**config.mk**
```make
export PLATFORM = sky130hd
export DESIGN_NAME = execute_muldiv_unit_flat
export DESIGN_NICKNAME = d
export VERILOG_FILES = /design/src/rtl/execute_muldiv_unit_if.sv /design/src/rtl/execute_muldiv_unit.sv /design/src/flat_wrapper.sv
export SDC_FILE = /design/constraint.sdc
export NUM_CORES = 1
export LEC_CHECK = 0
export ABC_CLOCK_PERIOD_IN_PS = 6130
export CORE_ASPECT_RATIO = 2
export CORE_MARGIN = 2
export CORE_UTILIZATION = 40
export DETAILED_ROUTE_END_ITERATION = 10
export HOLD_SLACK_MARGIN = 0.05
export PLACE_DENSITY = 0.56
export SLEW_MARGIN = 20
export SYNTH_ARGS = -nofsm -noshare
export SYNTH_HDL_FRONTEND = slang
export SYNTH_SLANG_ARGS = --single-unit
```
**constraint.sdc**
```tcl
create_clock -name clk -period 6.13 [get_ports clk]
set_clock_uncertainty 0.05 [all_clocks]
set_input_delay 1.839 -clock clk [delete_from_list [all_inputs] [get_ports clk]]
set_output_delay 1.839 -clock clk [all_outputs]
set_load 0.01 [all_outputs]
```
**src/rtl/execute_muldiv_unit_if.sv**
```systemverilog
// Execute-stage handshake bundle for the iterative RV32M multiply/divide unit.
// The slave side is the unit itself; the master side is the pipeline control around it.
interface execute_muldiv_unit_if #(
  parameter int DATA_WIDTH = 32
);
  // Handshake: start is held high while stall_req is high. The result is taken
  // in the cycle where done=1 and stall=0 (the DONE->IDLE edge advances EX/MEM).
  logic                  stall;
  logic                  flush;
  logic                  start;
  logic [2:0]            op;
  logic [DATA_WIDTH-1:0] src_a;
  logic [DATA_WIDTH-1:0] src_b;
  logic [DATA_WIDTH-1:0] result;
  logic                  done;
  logic                  busy;
  logic                  stall_req;
  logic [1:0]            state_dbg;

  modport slave (
    input  stall, flush, start, op, src_a, src_b,
    output result, done, busy, stall_req, state_dbg
  );

  modport master (
    output stall, flush, start, op, src_a, src_b,
    input  result, done, busy, stall_req, state_dbg
  );
endinterface

```
**src/rtl/execute_muldiv_unit.sv**
```systemverilog
// Radix-2 sequential RV32M multiply/divide for the execute stage: shift-add multiply,
// restoring divide, one bit per cycle over operand magnitudes, sign fixed at the end.
module execute_muldiv_unit #(
  parameter int DATA_WIDTH = 32
) (
  input  logic                  clk,
  input  logic                  reset,
  execute_muldiv_unit_if.slave  mdu
);
  localparam int W  = DATA_WIDTH;
  localparam int CW = $clog2(W);

  typedef enum logic [1:0] {
    S_IDLE = 2'd0,
    S_CALC = 2'd1,
    S_DONE = 2'd2
  } state_t;

  state_t         r_state;
  logic [CW-1:0]  r_count;
  logic [2:0]     r_op;
  logic           r_neg;
  logic [2*W-1:0] r_mcand;
  logic [2*W-1:0] r_prod;
  logic [W-1:0]   r_mplier;
  logic [W-1:0]   r_rem;
  logic [W-1:0]   r_quo;
  logic [W-1:0]   r_dvsr;
  logic [W-1:0]   r_result;
  logic           r_done;
  logic           r_busy;

  logic           w_is_div;
  logic           w_a_signed;
  logic           w_b_signed;
  logic           w_neg_a;
  logic           w_neg_b;
  logic [W-1:0]   w_mag_a;
  logic [W-1:0]   w_mag_b;
  logic           w_neg;
  logic           w_div_zero;
  logic           w_ovf;
  logic           w_fast;
  logic [W-1:0]   w_fast_result;
  logic [2*W-1:0] w_prod_next;
  logic [2*W-1:0] w_prod_fin;
  logic [W:0]     w_rem_shift;
  logic [W:0]     w_rem_diff;
  logic [W-1:0]   w_rem_next;
  logic [W-1:0]   w_quo_next;
  logic [W-1:0]   w_quo_fin;
  logic [W-1:0]   w_rem_fin;
  logic [W-1:0]   w_calc_result;

  // Operand signedness from funct3: MUL/MULH/MULHSU take a signed rs1, MUL/MULH a signed rs2.
  assign w_is_div   = mdu.op[2];
  assign w_a_signed = w_is_div ? ~mdu.op[0] : (mdu.op[1:0] != 2'b11);
  assign w_b_signed = w_is_div ? ~mdu.op[0] : ~mdu.op[1];
  assign w_neg_a    = w_a_signed & mdu.src_a[W-1];
  assign w_neg_b    = w_b_signed & mdu.src_b[W-1];
  assign w_mag_a    = w_neg_a ? -mdu.src_a : mdu.src_a;
  assign w_mag_b    = w_neg_b ? -mdu.src_b : mdu.src_b;
  assign w_neg      = (w_is_div && mdu.op[1]) ? w_neg_a : (w_neg_a ^ w_neg_b);

  assign w_div_zero = w_is_div && (mdu.src_b == '0);
  assign w_ovf      = w_is_div && !mdu.op[0] && (mdu.src_a == {1'b1, {(W-1){1'b0}}})
                      && (mdu.src_b == {W{1'b1}});
  assign w_fast     = w_div_zero || w_ovf;
  assign w_fast_result = w_div_zero ? (mdu.op[1] ? mdu.src_a : {W{1'b1}})
                                    : (mdu.op[1] ? {W{1'b0}} : {1'b1, {(W-1){1'b0}}});

  assign w_prod_next = r_mplier[0] ? (r_prod + r_mcand) : r_prod;
  assign w_prod_fin  = r_neg ? -w_prod_next : w_prod_next;

  // Restoring step: the remainder stays below the divisor, so W bits hold it between steps.
  assign w_rem_shift = {r_rem, r_quo[W-1]};
  assign w_rem_diff  = w_rem_shift - {1'b0, r_dvsr};
  assign w_rem_next  = w_rem_diff[W] ? w_rem_shift[W-1:0] : w_rem_diff[W-1:0];
  assign w_quo_next  = {r_quo[W-2:0], ~w_rem_diff[W]};
  assign w_quo_fin   = r_neg ? -w_quo_next : w_quo_next;
  assign w_rem_fin   = r_neg ? -w_rem_next : w_rem_next;

  assign w_calc_result = !r_op[2] ? ((r_op[1:0] == 2'b00) ? w_prod_fin[W-1:0] : w_prod_fin[2*W-1:W])
                                  : (r_op[1] ? w_rem_fin : w_quo_fin);

  always_ff @(posedge clk) begin
    if (reset) begin
      r_state  <= S_IDLE;
      r_count  <= '0;
      r_op     <= '0;
      r_neg    <= 1'b0;
      r_mcand  <= '0;
      r_prod   <= '0;
      r_mplier <= '0;
      r_rem    <= '0;
      r_quo    <= '0;
      r_dvsr   <= '0;
      r_result <= '0;
      r_done   <= 1'b0;
      r_busy   <= 1'b0;
    end else if (mdu.flush) begin
      r_state <= S_IDLE;
      r_count <= '0;
      r_done  <= 1'b0;
      r_busy  <= 1'b0;
    end else begin
      case (r_state)
        S_IDLE: begin
          if (mdu.start) begin
            r_op     <= mdu.op;
            r_neg    <= w_neg;
            r_mcand  <= {{W{1'b0}}, w_mag_a};
            r_prod   <= '0;
            r_mplier <= w_mag_b;
            r_rem    <= '0;
            r_quo    <= w_mag_a;
            r_dvsr   <= w_mag_b;
            r_count  <= '0;
            if (w_fast) begin
              r_result <= w_fast_result;
              r_done   <= 1'b1;
              r_state  <= S_DONE;
            end else begin
              r_busy  <= 1'b1;
              r_state <= S_CALC;
            end
          end
        end
        S_CALC: begin
          r_prod   <= w_prod_next;
          r_mcand  <= {r_mcand[2*W-2:0], 1'b0};
          r_mplier <= {1'b0, r_mplier[W-1:1]};
          r_rem    <= w_rem_next;
          r_quo    <= w_quo_next;
          r_count  <= r_count + CW'(1);
          if (r_count == CW'(W-1)) begin
            r_result <= w_calc_result;
            r_done   <= 1'b1;
            r_busy   <= 1'b0;
            r_state  <= S_DONE;
          end
        end
        S_DONE: begin
          if (!mdu.stall) begin
            r_done  <= 1'b0;
            r_state <= S_IDLE;
          end
        end
        default: r_state <= S_IDLE;
      endcase
    end
  end

  assign mdu.stall_req = !reset && (((r_state == S_IDLE) && mdu.start && !mdu.flush)
                                    || (r_state == S_CALC));
  assign mdu.result    = r_result;
  assign mdu.done      = r_done;
  assign mdu.busy      = r_busy;
  assign mdu.state_dbg = r_state;
endmodule
```
**src/flat_wrapper.sv**
```systemverilog
// flat-port wrapper written by rule: the top's interface ports become plain ports
module execute_muldiv_unit_flat 
#(
  parameter int DATA_WIDTH = 32
)
  (clk, reset, mdu_stall, mdu_flush, mdu_start, mdu_op, mdu_src_a, mdu_src_b, mdu_result, mdu_done, mdu_busy, mdu_stall_req, mdu_state_dbg);
  execute_muldiv_unit_if #(.DATA_WIDTH(DATA_WIDTH)) mdu_i ();
  input  logic clk;
  input  logic reset;
  input wire logic [$bits(mdu_i.stall)-1:0] mdu_stall;
  input wire logic [$bits(mdu_i.flush)-1:0] mdu_flush;
  input wire logic [$bits(mdu_i.start)-1:0] mdu_start;
  input wire logic [$bits(mdu_i.op)-1:0] mdu_op;
  input wire logic [$bits(mdu_i.src_a)-1:0] mdu_src_a;
  input wire logic [$bits(mdu_i.src_b)-1:0] mdu_src_b;
  output wire logic [$bits(mdu_i.result)-1:0] mdu_result;
  output wire logic [$bits(mdu_i.done)-1:0] mdu_done;
  output wire logic [$bits(mdu_i.busy)-1:0] mdu_busy;
  output wire logic [$bits(mdu_i.stall_req)-1:0] mdu_stall_req;
  output wire logic [$bits(mdu_i.state_dbg)-1:0] mdu_state_dbg;
  assign mdu_i.stall = mdu_stall;
  assign mdu_i.flush = mdu_flush;
  assign mdu_i.start = mdu_start;
  assign mdu_i.op = mdu_op;
  assign mdu_i.src_a = mdu_src_a;
  assign mdu_i.src_b = mdu_src_b;
  assign mdu_result = mdu_i.result;
  assign mdu_done = mdu_i.done;
  assign mdu_busy = mdu_i.busy;
  assign mdu_stall_req = mdu_i.stall_req;
  assign mdu_state_dbg = mdu_i.state_dbg;
  execute_muldiv_unit #(.DATA_WIDTH(DATA_WIDTH)) u_core (.clk(clk), .reset(reset), .mdu(mdu_i));
endmodule
```
==> run summary <==
Setup TNS Final: 0 ns
RSZ-0062 raised after global routing: no
FP Rows: 132
Drt total wl: 136 mm
# Post-CTS Setup Buffers: 0
Final hold slack: 0.402 ns
Maximum root-to-sink buffer count: 3
Post-detailed-route DRC marker count: 0
Cell Count, Final, Fillers Out: 4717
Top-area cell type share of the netlist area: 23.1%
Global Route Usage Sum: 40.1%
Synth cell count leaders: nor2_1 (527), nand2_1 (462), a21oi_1 (351)
Net Sw Frac: 37.1%
Most frequent CP cell: a21oi_1
Final nets: 3998
Top_reg_cell synth: dfxtp_1
Max_cap viols: 0
Final ANT Viol Nets: 0
CP max stage cell: a21oi_1
Lkg Pwr: 10.7 nW
Crit start category: flip-flop
CTS tree: yes
Critical path type: reg -> reg
Vias per cell: 6.43
Internal power: 0.00397 W
Switch Pwr: 0.00234 W
Yosys warnings: 0
Crit path time final: 5.74 ns
Sink Count: 301
Die Y: 366 µm
Final worst-path cycle share: 93.6%
IO buf count: 108
Max-slew violation count: 0
Gpl congestion: 1.06
I/O pins: 109
Hpwl dp: 105 mm
DRT iter0 DRCs: 2532
Synth area leaders: dfxtp_1 (23%), nor2_1 (7.6%), a21oi_1 (6.7%), nand2_1 (6.6%), ha_1 (5.1%)
Pre-antenna DRT Iters: 7
Final-report hold violation count: 0
Syn avg cell area: 6.93 µm²
Worst Tran Pin Value: 1.18 ns
Max FO, Critical Path: 8
Max_slew headroom: 18.8%
Core area: 64700 µm²
H-Tree Depth: 2
Clock power frac: 37.1%
Clk_lat worst skew: 0.61 ns
Largest net degree at the start of global routing: 142
Gate count of the mapped netlist: 3774
Power per cell area: 212 nW/µm²
Worst EP required: 6.57 ns
Fillers: 6971
CTS Buf Count: 36
Critical path capture point type: flip-flop
Final core utilization: 46.1%
EDFF count, synth: 0
Antenna violations before repair: 7
CP arrival: 6.17 ns
Post-synth design cell area: 26100 µm²
Most frequent cell after synthesis: nor2_1
Critical path, cell by cell: ha_1 -> a21oi_1 -> o21ai_0 -> a21oi_1 -> nor3b_1 -> a211oi_1 -> o31ai_1 -> nand2_1 -> nor4_1 -> and3_1 -> nand3_2 -> a32o_1 -> a2111oi_0 -> nor2_1
Routed vias: 30326
Total gr overflow: 0
Area growth syn-to-layout: 14.2%
Wirelength per Cell: 28.9 µm
Clock root cell: clkbuf_16
Placed Cells: 4649
Reg power frac: 34.3%
Number of global-route vias before repair: 29665
First-pass GRT wire length: 197 mm
Initial Util: 40.4%
Layout cells sized above 1: 7.78%
# setup viols final: 0
Seq cells post-synth: 301
Slowest cell delay on critical path: 0.72 ns
Post-Syn Nets: 3954
Outcome: completed
Combinational cell fraction of total power: 28.6%
Cts hold-fix bufs: 0
Hold Path Class: reg -> reg
Peak VDD IR: 0.000162 V
Yosys top cell by area: dfxtp_1
Reg clk slew, reported paths: 0.06 ns
Register area share after synthesis: 23.1%
Final worst slack: 0.391 ns
Fmax: 174 MHz
Post-synth ARST share: 0%
Distinct cells, synth: 105
Die Area: 67500 µm²
Post-CTS Resized: 0
Die X: 185 µm
Place WS: 0.0611 ns
layer usage:
layer	track usage, %	share of wire (%)
met1	35.5	31
met2	70.5	49
met4	44.9	14
met5	0	0.049
met3	8.63	5.7
power by group through the flow:
stage	clock (W)	sequential (W)	combinational, W
2_1_floorplan	0	0.00214	0.00107
3_3_place_gp	0	0.00220	0.00173
3_5_place_dp	0	0.00220	0.00173
4_1_cts	0.00236	0.00216	0.00174
5_1_grt	0.00243	0.00217	0.00191
6_report	0.00234	0.00216	0.00181
metrics by stage:
stage,area (µm²),total power (W)
2_1_floorplan,26100,0.00321
3_3_place_gp,28600,0.00393
3_5_place_dp,28600,0.00393
4_1_cts,29800,0.00626
5_1_grt,29900,0.00650
6_report,29900,0.00632
cell usage in the layout (no fill, tap or decap), types with 13 or more instances in the layout:
master	instances
nor4_1	32
o211ai_1	33
ha_1	105
dfxtp_1	297
buf_4	153
a211oi_1	129
a31oi_1	129
a221oi_1	20
and3_1	27
nor2b_1	23
nor3_1	109
xor2_1	71
nor2_1	522
o41ai_1	14
o2111ai_1	13
o21a_1	33
nand2_1	461
clkbuf_16	37
xnor2_1	82
nand2b_1	25
nand3_1	120
inv_1	71
clkdlybuf4s50_1	107
o21ai_0	224
o31ai_1	40
or3_1	50
a21oi_1	349
and2_1	20
nand4_1	55
or4_1	19
a21o_1	42
and4_1	15
a2111oi_0	15
mux2i_1	67
cells by family (layout without fill, tap and decap cells):
kind of cell    Yosys count  after routing  share of synthesized area (%)
xor+xnor                153            153                           5.13
simple gates           1553           1553                           27.5
other cells               0              4                              0
fa+ha+maj               108            108                           5.23
flops                   301            301                           23.1
compound gates         1242           1242                           30.9
mux                      80             80                           3.17
buf+inv                 337            405                           4.99
worst max-delay path, delay by kind of cell (launching register included):
kind                       cells  cell delay (ns)
AOI/OAI and AO/OA              7             3.22
adders and majority gates      1             0.44
DFF                            1             0.36
and+or+nand+nor                6             1.55
registers in the layout, indices dropped and copies added (netlist names):
signal / count
u_core.mdu.state_dbg: 2
u_core.r_prod: 64
u_core.r_mcand: 64
u_core.r_neg: 1
u_core.mdu.done: 1
u_core.r_count: 5
u_core.r_dvsr: 32
u_core.mdu.busy: 1
u_core.mdu.result: 32
u_core.r_quo: 32
u_core.r_mplier: 32
u_core.r_op: 3
u_core.r_rem: 32
area by class of cell:
cell class / instances / area (µm²) / area share, %
well taps: 871 / 1090 / 3.65
flip-flops and latches: 301 / 6040 / 20.2
diodes: 4 / 10.0 / 0.0335
clock inverters: 15 / 165 / 0.553
clock buffers: 47 / 1040 / 3.49
multi-input cells: 3136 / 18900 / 63.3
inverters: 77 / 289 / 0.968
repair buffers: 266 / 2330 / 7.79
final timing paths:
check	slack (ns)	startpoint	to	depth (start not counted)
setup reg to reg	0.39	u_core.r_prod[21]	u_core.mdu.result[23]	14
hold reg to reg	0.40	u_core.r_mplier[24]	u_core.r_mplier[24]	2
hold / removal	0.40	u_core.r_mplier[24]	u_core.r_mplier[24]	2
setup / recovery	0.39	u_core.r_prod[21]	u_core.mdu.result[23]	14
No activity file was read; power rests on OpenSTA's default activity.
